--- config.mk ---
export PLATFORM = sky130hd
export DESIGN_NAME = multicycle_ctrl_flat
export DESIGN_NICKNAME = d
export VERILOG_FILES = /design/src/rtl/multicycle_ctrl_if.sv /design/src/rtl/multicycle_ctrl.sv /design/src/flat_wrapper.sv
export SDC_FILE = /design/constraint.sdc
export NUM_CORES = 1
export LEC_CHECK = 0
export ABC_AREA = 1
export CAP_MARGIN = 30
export CORE_MARGIN = 2
export CORE_UTILIZATION = 51
export CTS_CLUSTER_DIAMETER = 60
export CTS_CLUSTER_SIZE = 16
export DETAILED_ROUTE_END_ITERATION = 7
export HOLD_SLACK_MARGIN = 0.05
export PLACE_DENSITY = 0.89
export SYNTH_ARGS = -nofsm -noshare
export SYNTH_HDL_FRONTEND = slang
export SYNTH_SLANG_ARGS = --single-unit
--- constraint.sdc ---
create_clock -name clk -period 4.6 [get_ports clk]
set_clock_uncertainty 0.05 [all_clocks]
set_input_delay 0.69 -clock clk [delete_from_list [all_inputs] [get_ports clk]]
set_output_delay 0.69 -clock clk [all_outputs]
set_load 0.02 [all_outputs]
--- src/rtl/multicycle_ctrl_if.sv ---
// Control bundle between the multicycle control FSM and the shared datapath.
//
// Memory handshake: the controller holds MemRead or MemWrite (together with
// AdrSrc) steady for as long as it stays in an access state. The access
// completes on the rising clock edge where mem_ready is 1. The controller only
// leaves the access state on that edge. mem_ready is ignored in every state that
// does not request memory.
interface multicycle_ctrl_if;
  // datapath -> controller
  logic [31:0] instr;
  logic        zero;
  logic        mem_ready;
  // controller -> datapath
  logic        MemRead;
  logic        MemWrite;
  logic        AdrSrc;
  logic        IRWrite;
  logic        PCWrite;
  logic        RegWrite;
  logic [1:0]  ResultSrc;
  logic [1:0]  ALUSrcA;
  logic [1:0]  ALUSrcB;
  logic [2:0]  ALUControl;
  logic        shift_right_type;
  logic [2:0]  ImmSrc;
  logic        illegal;

  modport master (
    input  instr, zero, mem_ready,
    output MemRead, MemWrite, AdrSrc, IRWrite, PCWrite, RegWrite,
           ResultSrc, ALUSrcA, ALUSrcB, ALUControl, shift_right_type,
           ImmSrc, illegal
  );

  modport slave (
    output instr, zero, mem_ready,
    input  MemRead, MemWrite, AdrSrc, IRWrite, PCWrite, RegWrite,
           ResultSrc, ALUSrcA, ALUSrcB, ALUControl, shift_right_type,
           ImmSrc, illegal
  );
endinterface

--- src/rtl/multicycle_ctrl.sv ---
// Main control FSM of the multicycle RV32I-subset core. One datapath phase per
// cycle, memory accesses wait on mem_ready, and every return to FETCH from
// another state counts one retired instruction. state_dbg exposes the state.
module multicycle_ctrl #(
  parameter int CNT_WIDTH = 32
) (
  input  logic                 clk,
  input  logic                 rst,
  multicycle_ctrl_if.master    bus,
  output logic [CNT_WIDTH-1:0] instret,
  output logic [3:0]           state_dbg
);

  typedef enum logic [3:0] {
    S_FETCH    = 4'd0,
    S_DECODE   = 4'd1,
    S_MEMADR   = 4'd2,
    S_MEMREAD  = 4'd3,
    S_MEMWB    = 4'd4,
    S_MEMWRITE = 4'd5,
    S_EXECR    = 4'd6,
    S_EXECI    = 4'd7,
    S_ALUWB    = 4'd8,
    S_BRANCH   = 4'd9,
    S_JAL      = 4'd10,
    S_JALR     = 4'd11,
    S_LUI      = 4'd12,
    S_TRAP     = 4'd13
  } state_t;

  localparam logic [6:0] OP_LOAD   = 7'b0000011;
  localparam logic [6:0] OP_STORE  = 7'b0100011;
  localparam logic [6:0] OP_RTYPE  = 7'b0110011;
  localparam logic [6:0] OP_ITYPE  = 7'b0010011;
  localparam logic [6:0] OP_BRANCH = 7'b1100011;
  localparam logic [6:0] OP_JAL    = 7'b1101111;
  localparam logic [6:0] OP_JALR   = 7'b1100111;
  localparam logic [6:0] OP_LUI    = 7'b0110111;

  state_t               state_q, state_d;
  logic [CNT_WIDTH-1:0] instret_q, instret_d;

  logic [6:0] opcode;
  logic [2:0] funct3;
  logic       funct7_5;
  logic       unused_instr_bits;

  assign opcode   = bus.instr[6:0];
  assign funct3   = bus.instr[14:12];
  assign funct7_5 = bus.instr[30];
  assign unused_instr_bits = ^{bus.instr[31], bus.instr[29:15], bus.instr[11:7]};

  logic       mem_read, mem_write, adr_src, ir_write, pc_write, reg_write;
  logic [1:0] result_src, alu_src_a, alu_src_b;
  logic [2:0] alu_control, imm_src;
  logic       shift_right_type, illegal;

  // funct3 to ALU operation; sub_bit selects sub for 000 (register form only)
  function automatic logic [2:0] alu_dec(input logic [2:0] f3, input logic sub_bit);
    case (f3)
      3'b000:  alu_dec = sub_bit ? 3'b001 : 3'b000;
      3'b001:  alu_dec = 3'b110;
      3'b010:  alu_dec = 3'b101;
      3'b011:  alu_dec = 3'b101;
      3'b100:  alu_dec = 3'b100;
      3'b101:  alu_dec = 3'b111;
      3'b110:  alu_dec = 3'b011;
      default: alu_dec = 3'b010;
    endcase
  endfunction

  // Next state and datapath controls; rst forces every control to 0
  always_comb begin
    state_d          = state_q;
    mem_read         = 1'b0;
    mem_write        = 1'b0;
    adr_src          = 1'b0;
    ir_write         = 1'b0;
    pc_write         = 1'b0;
    reg_write        = 1'b0;
    result_src       = 2'b00;
    alu_src_a        = 2'b00;
    alu_src_b        = 2'b00;
    alu_control      = 3'b000;
    imm_src          = 3'b000;
    shift_right_type = 1'b0;
    illegal          = 1'b0;

    case (state_q)
      S_FETCH: begin
        mem_read   = 1'b1;
        alu_src_b  = 2'b10;
        result_src = 2'b10;
        if (bus.mem_ready) begin
          ir_write = 1'b1;
          pc_write = 1'b1;
          state_d  = S_DECODE;
        end
      end
      S_DECODE: begin
        // branch target (or J-imm target for jal) computed speculatively
        alu_src_a = 2'b01;
        alu_src_b = 2'b01;
        imm_src   = (opcode == OP_JAL) ? 3'b011 : 3'b010;
        case (opcode)
          OP_LOAD, OP_STORE: state_d = S_MEMADR;
          OP_RTYPE:          state_d = S_EXECR;
          OP_ITYPE:          state_d = S_EXECI;
          OP_BRANCH:         state_d = (funct3 == 3'b000 || funct3 == 3'b001) ? S_BRANCH : S_TRAP;
          OP_JAL:            state_d = S_JAL;
          OP_JALR:           state_d = S_JALR;
          OP_LUI:            state_d = S_LUI;
          default:           state_d = S_TRAP;
        endcase
      end
      S_MEMADR: begin
        alu_src_a = 2'b10;
        alu_src_b = 2'b01;
        imm_src   = (opcode == OP_STORE) ? 3'b001 : 3'b000;
        state_d   = (opcode == OP_STORE) ? S_MEMWRITE : S_MEMREAD;
      end
      S_MEMREAD: begin
        adr_src  = 1'b1;
        mem_read = 1'b1;
        if (bus.mem_ready) state_d = S_MEMWB;
      end
      S_MEMWB: begin
        result_src = 2'b01;
        reg_write  = 1'b1;
        state_d    = S_FETCH;
      end
      S_MEMWRITE: begin
        adr_src   = 1'b1;
        mem_write = 1'b1;
        if (bus.mem_ready) state_d = S_FETCH;
      end
      S_EXECR: begin
        alu_src_a        = 2'b10;
        alu_src_b        = 2'b00;
        alu_control      = alu_dec(funct3, funct7_5);
        shift_right_type = (funct3 == 3'b101) && funct7_5;
        state_d          = S_ALUWB;
      end
      S_EXECI: begin
        // addi has no subtract form, so bit 30 only matters for srai
        alu_src_a        = 2'b10;
        alu_src_b        = 2'b01;
        imm_src          = 3'b000;
        alu_control      = alu_dec(funct3, 1'b0);
        shift_right_type = (funct3 == 3'b101) && funct7_5;
        state_d          = S_ALUWB;
      end
      S_ALUWB: begin
        result_src = 2'b00;
        reg_write  = 1'b1;
        state_d    = S_FETCH;
      end
      S_BRANCH: begin
        alu_src_a   = 2'b10;
        alu_src_b   = 2'b00;
        alu_control = 3'b001;
        result_src  = 2'b00;
        pc_write    = funct3[0] ? ~bus.zero : bus.zero;
        state_d     = S_FETCH;
      end
      S_JALR: begin
        alu_src_a = 2'b10;
        alu_src_b = 2'b01;
        imm_src   = 3'b000;
        state_d   = S_JAL;
      end
      S_JAL: begin
        // PC takes the target from ALUOut while OldPC + 4 forms the link value
        result_src = 2'b00;
        pc_write   = 1'b1;
        alu_src_a  = 2'b01;
        alu_src_b  = 2'b10;
        state_d    = S_ALUWB;
      end
      S_LUI: begin
        alu_src_a = 2'b11;
        alu_src_b = 2'b01;
        imm_src   = 3'b100;
        state_d   = S_ALUWB;
      end
      S_TRAP: begin
        illegal = 1'b1;
        state_d = S_TRAP;
      end
      default: state_d = S_TRAP;
    endcase

    if (rst) begin
      mem_read         = 1'b0;
      mem_write        = 1'b0;
      adr_src          = 1'b0;
      ir_write         = 1'b0;
      pc_write         = 1'b0;
      reg_write        = 1'b0;
      result_src       = 2'b00;
      alu_src_a        = 2'b00;
      alu_src_b        = 2'b00;
      alu_control      = 3'b000;
      imm_src          = 3'b000;
      shift_right_type = 1'b0;
      illegal          = 1'b0;
    end
  end

  // Retire count: one per return to FETCH from any other state
  always_comb begin
    instret_d = instret_q;
    if (state_q != S_FETCH && state_d == S_FETCH) instret_d = instret_q + CNT_WIDTH'(1);
  end

  // State and counter registers
  always_ff @(posedge clk or posedge rst) begin
    if (rst) begin
      state_q   <= S_FETCH;
      instret_q <= '0;
    end else begin
      state_q   <= state_d;
      instret_q <= instret_d;
    end
  end

  assign bus.MemRead          = mem_read;
  assign bus.MemWrite         = mem_write;
  assign bus.AdrSrc           = adr_src;
  assign bus.IRWrite          = ir_write;
  assign bus.PCWrite          = pc_write;
  assign bus.RegWrite         = reg_write;
  assign bus.ResultSrc        = result_src;
  assign bus.ALUSrcA          = alu_src_a;
  assign bus.ALUSrcB          = alu_src_b;
  assign bus.ALUControl       = alu_control;
  assign bus.shift_right_type = shift_right_type;
  assign bus.ImmSrc           = imm_src;
  assign bus.illegal          = illegal;
  assign instret              = instret_q;
  assign state_dbg            = state_q;

endmodule
--- src/flat_wrapper.sv ---
// flat-port wrapper written by rule: the top's interface ports become plain ports
module multicycle_ctrl_flat 
#(
  parameter int CNT_WIDTH = 32
)
  (clk, rst, instret, state_dbg, bus_instr, bus_zero, bus_mem_ready, bus_MemRead, bus_MemWrite, bus_AdrSrc, bus_IRWrite, bus_PCWrite, bus_RegWrite, bus_ResultSrc, bus_ALUSrcA, bus_ALUSrcB, bus_ALUControl, bus_shift_right_type, bus_ImmSrc, bus_illegal);
  multicycle_ctrl_if bus_i ();
  input  logic clk;
  input  logic rst;
  output logic [CNT_WIDTH-1:0] instret;
  output logic [3:0] state_dbg;
  input wire logic [$bits(bus_i.instr)-1:0] bus_instr;
  input wire logic [$bits(bus_i.zero)-1:0] bus_zero;
  input wire logic [$bits(bus_i.mem_ready)-1:0] bus_mem_ready;
  output wire logic [$bits(bus_i.MemRead)-1:0] bus_MemRead;
  output wire logic [$bits(bus_i.MemWrite)-1:0] bus_MemWrite;
  output wire logic [$bits(bus_i.AdrSrc)-1:0] bus_AdrSrc;
  output wire logic [$bits(bus_i.IRWrite)-1:0] bus_IRWrite;
  output wire logic [$bits(bus_i.PCWrite)-1:0] bus_PCWrite;
  output wire logic [$bits(bus_i.RegWrite)-1:0] bus_RegWrite;
  output wire logic [$bits(bus_i.ResultSrc)-1:0] bus_ResultSrc;
  output wire logic [$bits(bus_i.ALUSrcA)-1:0] bus_ALUSrcA;
  output wire logic [$bits(bus_i.ALUSrcB)-1:0] bus_ALUSrcB;
  output wire logic [$bits(bus_i.ALUControl)-1:0] bus_ALUControl;
  output wire logic [$bits(bus_i.shift_right_type)-1:0] bus_shift_right_type;
  output wire logic [$bits(bus_i.ImmSrc)-1:0] bus_ImmSrc;
  output wire logic [$bits(bus_i.illegal)-1:0] bus_illegal;
  assign bus_i.instr = bus_instr;
  assign bus_i.zero = bus_zero;
  assign bus_i.mem_ready = bus_mem_ready;
  assign bus_MemRead = bus_i.MemRead;
  assign bus_MemWrite = bus_i.MemWrite;
  assign bus_AdrSrc = bus_i.AdrSrc;
  assign bus_IRWrite = bus_i.IRWrite;
  assign bus_PCWrite = bus_i.PCWrite;
  assign bus_RegWrite = bus_i.RegWrite;
  assign bus_ResultSrc = bus_i.ResultSrc;
  assign bus_ALUSrcA = bus_i.ALUSrcA;
  assign bus_ALUSrcB = bus_i.ALUSrcB;
  assign bus_ALUControl = bus_i.ALUControl;
  assign bus_shift_right_type = bus_i.shift_right_type;
  assign bus_ImmSrc = bus_i.ImmSrc;
  assign bus_illegal = bus_i.illegal;
  multicycle_ctrl #(.CNT_WIDTH(CNT_WIDTH)) u_core (.clk(clk), .rst(rst), .bus(bus_i), .instret(instret), .state_dbg(state_dbg));
endmodule
==> results of run 1 <==
==> synth_stat cells <==
| cell type | instances |
|---|---|
| a31oi_1 | 2 |
| inv_6 | 1 |
| nand4_1 | 9 |
| o21ai_0 | 3 |
| inv_4 | 1 |
| nand2_2 | 3 |
| a21oi_2 | 1 |
| inv_2 | 8 |
| clkbuf_1 | 1 |
| or4_1 | 1 |
| dfrtp_1 | 36 |
| a211oi_1 | 1 |
| o21a_1 | 1 |
| nand2_4 | 1 |
| nand3b_1 | 2 |
| nor3_1 | 14 |
| nor2_2 | 6 |
| buf_4 | 2 |
| nor4_2 | 2 |
| nand3_1 | 46 |
| nor2_1 | 48 |
| o31ai_1 | 1 |
| xnor2_1 | 7 |
| nand3_2 | 12 |
| xor2_1 | 12 |
| a21oi_1 | 6 |
| inv_1 | 42 |
| o211ai_2 | 1 |
| nor4_1 | 3 |
| ha_1 | 1 |
| nand2_1 | 135 |
| o211ai_1 | 1 |
| nor2_4 | 7 |
| buf_2 | 3 |
| o22ai_1 | 1 |
| o21ai_1 | 1 |
| buf_6 | 5 |
==> registers in the layout, indices dropped and copies added (netlist names) <==
register          flops
u_core.instret       32
u_core.state_dbg      4
==> cell usage in the layout (no fill, tap or decap), drive strengths merged, types with 2 or more instances in the layout <==
cell type,n
clkdlybuf4s50,70
nand4,9
nand3,58
o21ai,4
inv,52
xor2,12
nor2,61
xnor2,7
nand3b,2
nor4,5
dfrtp,36
nand2,139
a31oi,2
nor3,14
buf,3
clkbuf,8
o211ai,2
a21oi,7
==> layer usage <==
metal | global-route usage, % | share of wire, % | routed length, um | vias to the layer above
met4 | 8.276 | 1.9 | 148 | 0
met1 | 33.48 | 41 | 3196 | 1447
li1 | - | - | - | 1497
met5 | 0 | 0 | 0 | -
met2 | 42.54 | 50 | 3885 | 142
met3 | 3.295 | 7.0 | 548 | 18
==> worst reg2reg max path, delay by kind of cell (launching register included) <==
| family | cells | cell delay, ns |
|---|---|---|
| buffers and inverters | 1 | 0.09 |
| AOI/OAI and AO/OA | 1 | 0.11 |
| and+or+nand+nor | 8 | 1.56 |
| DFF | 1 | 0.46 |
==> per-stage QoR <==
step                hold slack (ns)  worst slack (ns)
finish                       0.4637            0.9684
global route                 0.5066            0.8597
CTS                          0.4631             1.018
detailed placement           0.4430             1.017
global placement             0.4353             1.050
floorplan                    0.5427             1.488
==> area by class of cell <==
class / instances / area share, %
tap: 72 / 2.446
sequential: 36 / 24.46
multi-input combinational: 328 / 45.50
timing repair buffer: 73 / 19.64
clock buffer: 8 / 2.446
inverter: 52 / 5.505
==> power groups by stage <==
stage / Combinational (mW) / Sequential [mW] / Clock [mW]
after floorplan: 0.0171 / 0.322 / 0
after global placement: 0.0373 / 0.322 / 0
after global routing: 0.0428 / 0.316 / 0.253
final: 0.0384 / 0.316 / 0.231
after CTS: 0.0386 / 0.316 / 0.235
after detailed placement: 0.0384 / 0.322 / 0
==> worst paths after layout <==
kind	end	slack [ns]	from
worst max register to register	u_core.instret[10]$_DFFE_PP0P_	2.20	u_core.state_dbg[2]$_DFF_PP0_
max in group asynchronous	u_core.instret[18]$_DFFE_PP0P_	2.90	rst
min in group asynchronous	u_core.instret[26]$_DFFE_PP0P_	1.05	rst
worst min register to register	u_core.instret[31]$_DFFE_PP0P_	0.46	u_core.instret[31]$_DFFE_PP0P_
worst max-delay path	bus_ALUControl[0]	0.97	rst
worst min-delay path	u_core.instret[31]$_DFFE_PP0P_	0.46	u_core.instret[31]$_DFFE_PP0P_
==> cells by family (layout without fill, tap and decap cells) <==
logic type	after synthesis	count (layout)	synth area share, %
fa+ha+maj	1	1	0.4360
flops	36	36	31.40
xor+xnor	19	19	5.800
buf+inv	63	133	10.20
compound gates	19	19	4.187
simple gates	289	289	47.97
==> flow_summary.toml, run 1 <==
[run_status]
outcome = "finished, final reports clean"

[final_layout]
fillCellCount = 485
diodes = 0
multi_input_area_mm2 = 0.001675
finalNetCount = 533
drive_gt1_share_pct = 10.46
syn2layout_area_growth_pct = 28.35
utilization_pct = 67.28
layout.area.seq_um2 = 900.9
design_area_mm2 = 0.003682
fin_cells = 569

[placement]
dp_hpwl_um = 5795
dpl_cell_area_mm2 = 0.003592
place_inst = 561
io_buffers = 70
gp_congestion = 0.9207

[power_and_ir_drop]
netSwitchingPower_mw = 0.1310
leakagePower_nw = 1.650
pwr-share-comb_pct = 6.6
finalPower_mw = 0.5860
peakVddDrop_uv = 140.3
sw_frac_of_total_pct = 22.35
p_seq_share_pct = 54.0
power.density_mw_per_mm2 = 159.1
internal-power_mw = 0.4550
power.share.clock_pct = 39.5

[setup_path]
cp_top_family = "buffers and inverters"
start_kind = "input port"
rr_worst_depth = 10
path_depth = 6
worst_path_max_delay_cell = "clkdlybuf4s50_1"
cp_data_required_time_ns = 3.86
crit_path_cell_trace = "clkdlybuf4s50_1 -> inv_1 -> buf_4 -> nand2_1 -> o31ai_1 -> clkdlybuf4s50_1"
crit_fanout = 21
critPathKind = "input port to primary output"
cp-end-kind = "primary output"
critPathArrivalTime_ns = 2.89
path_common_cell = "clkdlybuf4s50_1"
path_buf_inv = 4
max_stage_delay_ns = 0.66

[logic_synthesis]
ys_warn_count = 0
ys_ff_latch = 36
syn_inst = 427
avgSynthCellArea_um2 = 6.719
ys_seq_area_share_pct = 31.40
synth_top_area_share_pct = 31.40
netlist_top_cells_area = "dfrtp_1 (31%), nand2_1 (18%), nand3_1 (8.0%)"
synth_top_cell_by_area = "dfrtp_1"
synthesis.area_mm2 = 0.002869
synth_cell_types = 37
syn_nets = 464

[cts]
root_buffer = "clkbuf_8"
cts_sinks = 36
postCtsHoldBufs = 0
clk_pin_slew_worst_paths_ns = 0.07
cts.path.max_buffers = 2
cts_made_buffers = 5
clock_latency_ns = 0.28
cts_resized = 0
tritoncts = "done"
postCtsSetupBuffers = 0
h-tree-depth = 2

[routing]
dr.pass1.iters = 5
via_count = 3104
vias_per_cell = 5.455
first_iter_violations = 359
wl_per_cell_um = 13.67
drcViolationCount = 0
routed_wl_um = 7778
antenna_left = 0

[timing]
worst_pin_slew_ns = 0.8015
rsz0062_at_grt = "false"
drv_slew = 0
relSlewSlack_pct = 46.44
setup_violations = 0
finalCritPeriodShare_pct = 78.95
finalHoldViolations = 0
setup-tns-final_ns = 0
layout_min_cycle_time_ns = 3.632
fmax_mhz = 275.4

[grt]
grt_pass1_vias = 2915
grt_overflow = 0
grt_max_degree = 33
track_usage_pct = 25.21
antenna_found_initial = 0
grt_pass1_wl_um = 12820

[floorplan]
initial_core_util_pct = 52.42
die-area_mm2 = 0.006242
rows = 27
die_w_um = 79.01
core_area_mm2 = 0.005473
die_h_um = 79.01
io_pins = 92

[run]
drv_cap = 0

[min_path]
hp-class = "register to register"
whs_path_depth = 2
Note: power is estimated with default switching activity, not from simulation.
==> inputs of run 2 (changes only) <==
CORE_UTILIZATION = 43   (was 51)
PLACE_DENSITY = 0.8   (was 0.89)
clock period = 2.9 ns   (was 4.6 ns; I/O delays follow)
==> run 2 against run 1 <==
First-iteration DRC count shrank 30%. Power grew 60%. Clock power grew 62%. Non-clock buffer count grew 6. Cell area grew 1.9%. Sequential power grew 59%. Routed wire length shrank 2.0%. Die area grew 18%. Clock-buffer cell count shrank 2. Worst hold slack lost 0.0022 ns. Critical path type is now register to primary output. Highest routed layer unchanged.
==> flow_summary.toml, run 2 (synthesis results as in run 1) <==
[placement]
io_buffers = 70
dp_hpwl_um = 5936
gp_congestion = 1.000
place_inst = 570

[setup_path]
cp_top_family = "buffers and inverters"
critPathArrivalTime_ns = 2.26
cp_data_required_time_ns = 2.41
crit_fanout = 6
path_buf_inv = 2
worst_path_max_delay_cell = "clkdlybuf4s50_1"
critPathKind = "register to primary output"
path_common_cell = "nand2_1"
start_kind = "register"
cp-end-kind = "primary output"
max_stage_delay_ns = 0.62
crit_path_cell_trace = "nor2_4 -> nand2_1 -> inv_1 -> nand2_1 -> a21oi_1 -> clkdlybuf4s50_1"

[floorplan]
die_h_um = 85.68
rows = 29
die-area_mm2 = 0.007341
die_w_um = 85.68
core_area_mm2 = 0.006386
initial_core_util_pct = 44.93
io_pins = 92

[routing]
antenna_left = 0
first_iter_violations = 250
vias_per_cell = 5.245
drcViolationCount = 0
routed_wl_um = 7619
via_count = 3042
wl_per_cell_um = 13.14
dr.pass1.iters = 4

[final_layout]
utilization_pct = 58.74
drive_gt1_share_pct = 11.93
syn2layout_area_growth_pct = 30.75
finalNetCount = 539
final_common_cell = "nand2_1"
fin_cells = 580
largest_register_ffs = 32
fillCellCount = 592
layout_common_cells = "nand2_1 (135), clkdlybuf4s50_1 (69), nor2_1 (48), nand3_1 (46), inv_1 (42)"
diodes = 0

[power_and_ir_drop]
leakagePower_nw = 1.709
peakVddDrop_uv = 223.5
power.density_mw_per_mm2 = 250.0
finalPower_mw = 0.9379

[run]
drv_cap = 0

[cts]
clk_pin_slew_worst_paths_ns = 0.07
cts_made_buffers = 5
h-tree-depth = 2
root_buffer = "clkbuf_8"
cts.path.max_buffers = 2
cts_sinks = 36
postCtsHoldBufs = 0
clock_latency_ns = 0.29
tritoncts = "done"

[grt]
grt_overflow = 0
grt_pass1_wl_um = 12930
grt_max_degree = 33
antenna_found_initial = 0
grt_pass1_vias = 2786
track_usage_pct = 21.53

[timing]
finalCritPeriodShare_pct = 94.55
finalHoldViolations = 0
relSlewSlack_pct = 68.31
rsz0062_at_grt = "false"
worst_pin_slew_ns = 0.4711
setup_violations = 0
fmax_mhz = 364.7
layout_min_cycle_time_ns = 2.742
drv_slew = 0
setup-tns-final_ns = 0

[run_status]
outcome = "finished, final reports clean"

[min_path]
hp-class = "register to register"
[run 2: changes by cell type in the layout (fill, tap and decap cells not counted)]
cell             delta
clkdlybuf4s50_1     -1
dlymetal6s2s_1      +1
buf_4               +5
clkbuf_1            -2
buf_12              +1
clkinv_2            +2
[run 2: path summary, 6_finish.rpt]
| check | start | endpoint | slack [ns] | cells after the start |
|---|---|---|---|---|
| max | u_core.state_dbg[2]$_DFF_PP0_ | bus_PCWrite | 0.16 | 6 |
| min | u_core.instret[31]$_DFFE_PP0P_ | u_core.instret[31]$_DFFE_PP0P_ | 0.46 | 2 |
| max reg2reg | u_core.state_dbg[2]$_DFF_PP0_ | u_core.instret[2]$_DFFE_PP0P_ | 0.72 | 10 |
| min reg2reg | u_core.instret[31]$_DFFE_PP0P_ | u_core.instret[31]$_DFFE_PP0P_ | 0.46 | 2 |
| max in group asynchronous | rst | u_core.instret[20]$_DFFE_PP0P_ | 1.96 | 3 |
| min in group asynchronous | rst | u_core.instret[27]$_DFFE_PP0P_ | 0.59 | 3 |
[run 2: per-layer routing]
| metal | global-route usage [%] | routed length [um] |
|---|---|---|
| met5 | 0 | 0 |
| met4 | 5.916 | 102 |
| met3 | 2.791 | 392 |
| met2 | 36.43 | 3754 |
| met1 | 28.98 | 3370 |
[run 2: layout make-up]
| type | count | area (um2) | area share [%] |
|---|---|---|---|
| multi-input cells | 328 | 1675 | 44.66 |
| repair buffers | 79 | 783.3 | 20.88 |
| flip-flops and latches | 36 | 900.9 | 24.02 |
| well taps | 77 | 96.34 | 2.568 |
| clock buffers | 6 | 82.58 | 2.201 |
| clock inverters | 2 | 10.01 | 0.2668 |
| inverters | 52 | 202.7 | 5.404 |
[run 2: repair_timing]
| action | 4_1_cts | 5_1_grt |
|---|---|---|
| endpoints found under the setup margin | 0 | 2 |
| setup buffers | 0 | 2 |
| resized for setup | 0 | 1 |
[run 2: stage by stage]
stage / hold WS, ns / instance area, um2 / setup slack (ns)
2_1_floorplan: 0.5427 / 2869 / 0.2979
3_3_place_gp: 0.4438 / 3641 / 0.1380
3_5_place_dp: 0.4509 / 3641 / 0.09721
4_1_cts: 0.4721 / 3734 / 0.09310
5_1_grt: 0.5097 / 3751 / 0.04189
6_report: 0.4615 / 3751 / 0.1579
[run 2: report_power, final]
part / internal [mW] / total (mW) / switching [mW]
logic: 0.0270 / 0.0616 / 0.0346
clock network: 0.190 / 0.375 / 0.185
registers: 0.502 / 0.502 / 0
total: 0.718 / 0.938 / 0.220
[run 2: worst min-delay path: stages (launching register included)]
cell and delay (ns):
dfrtp_1 0.37, nand2_1 0.06, nand2_1 0.05
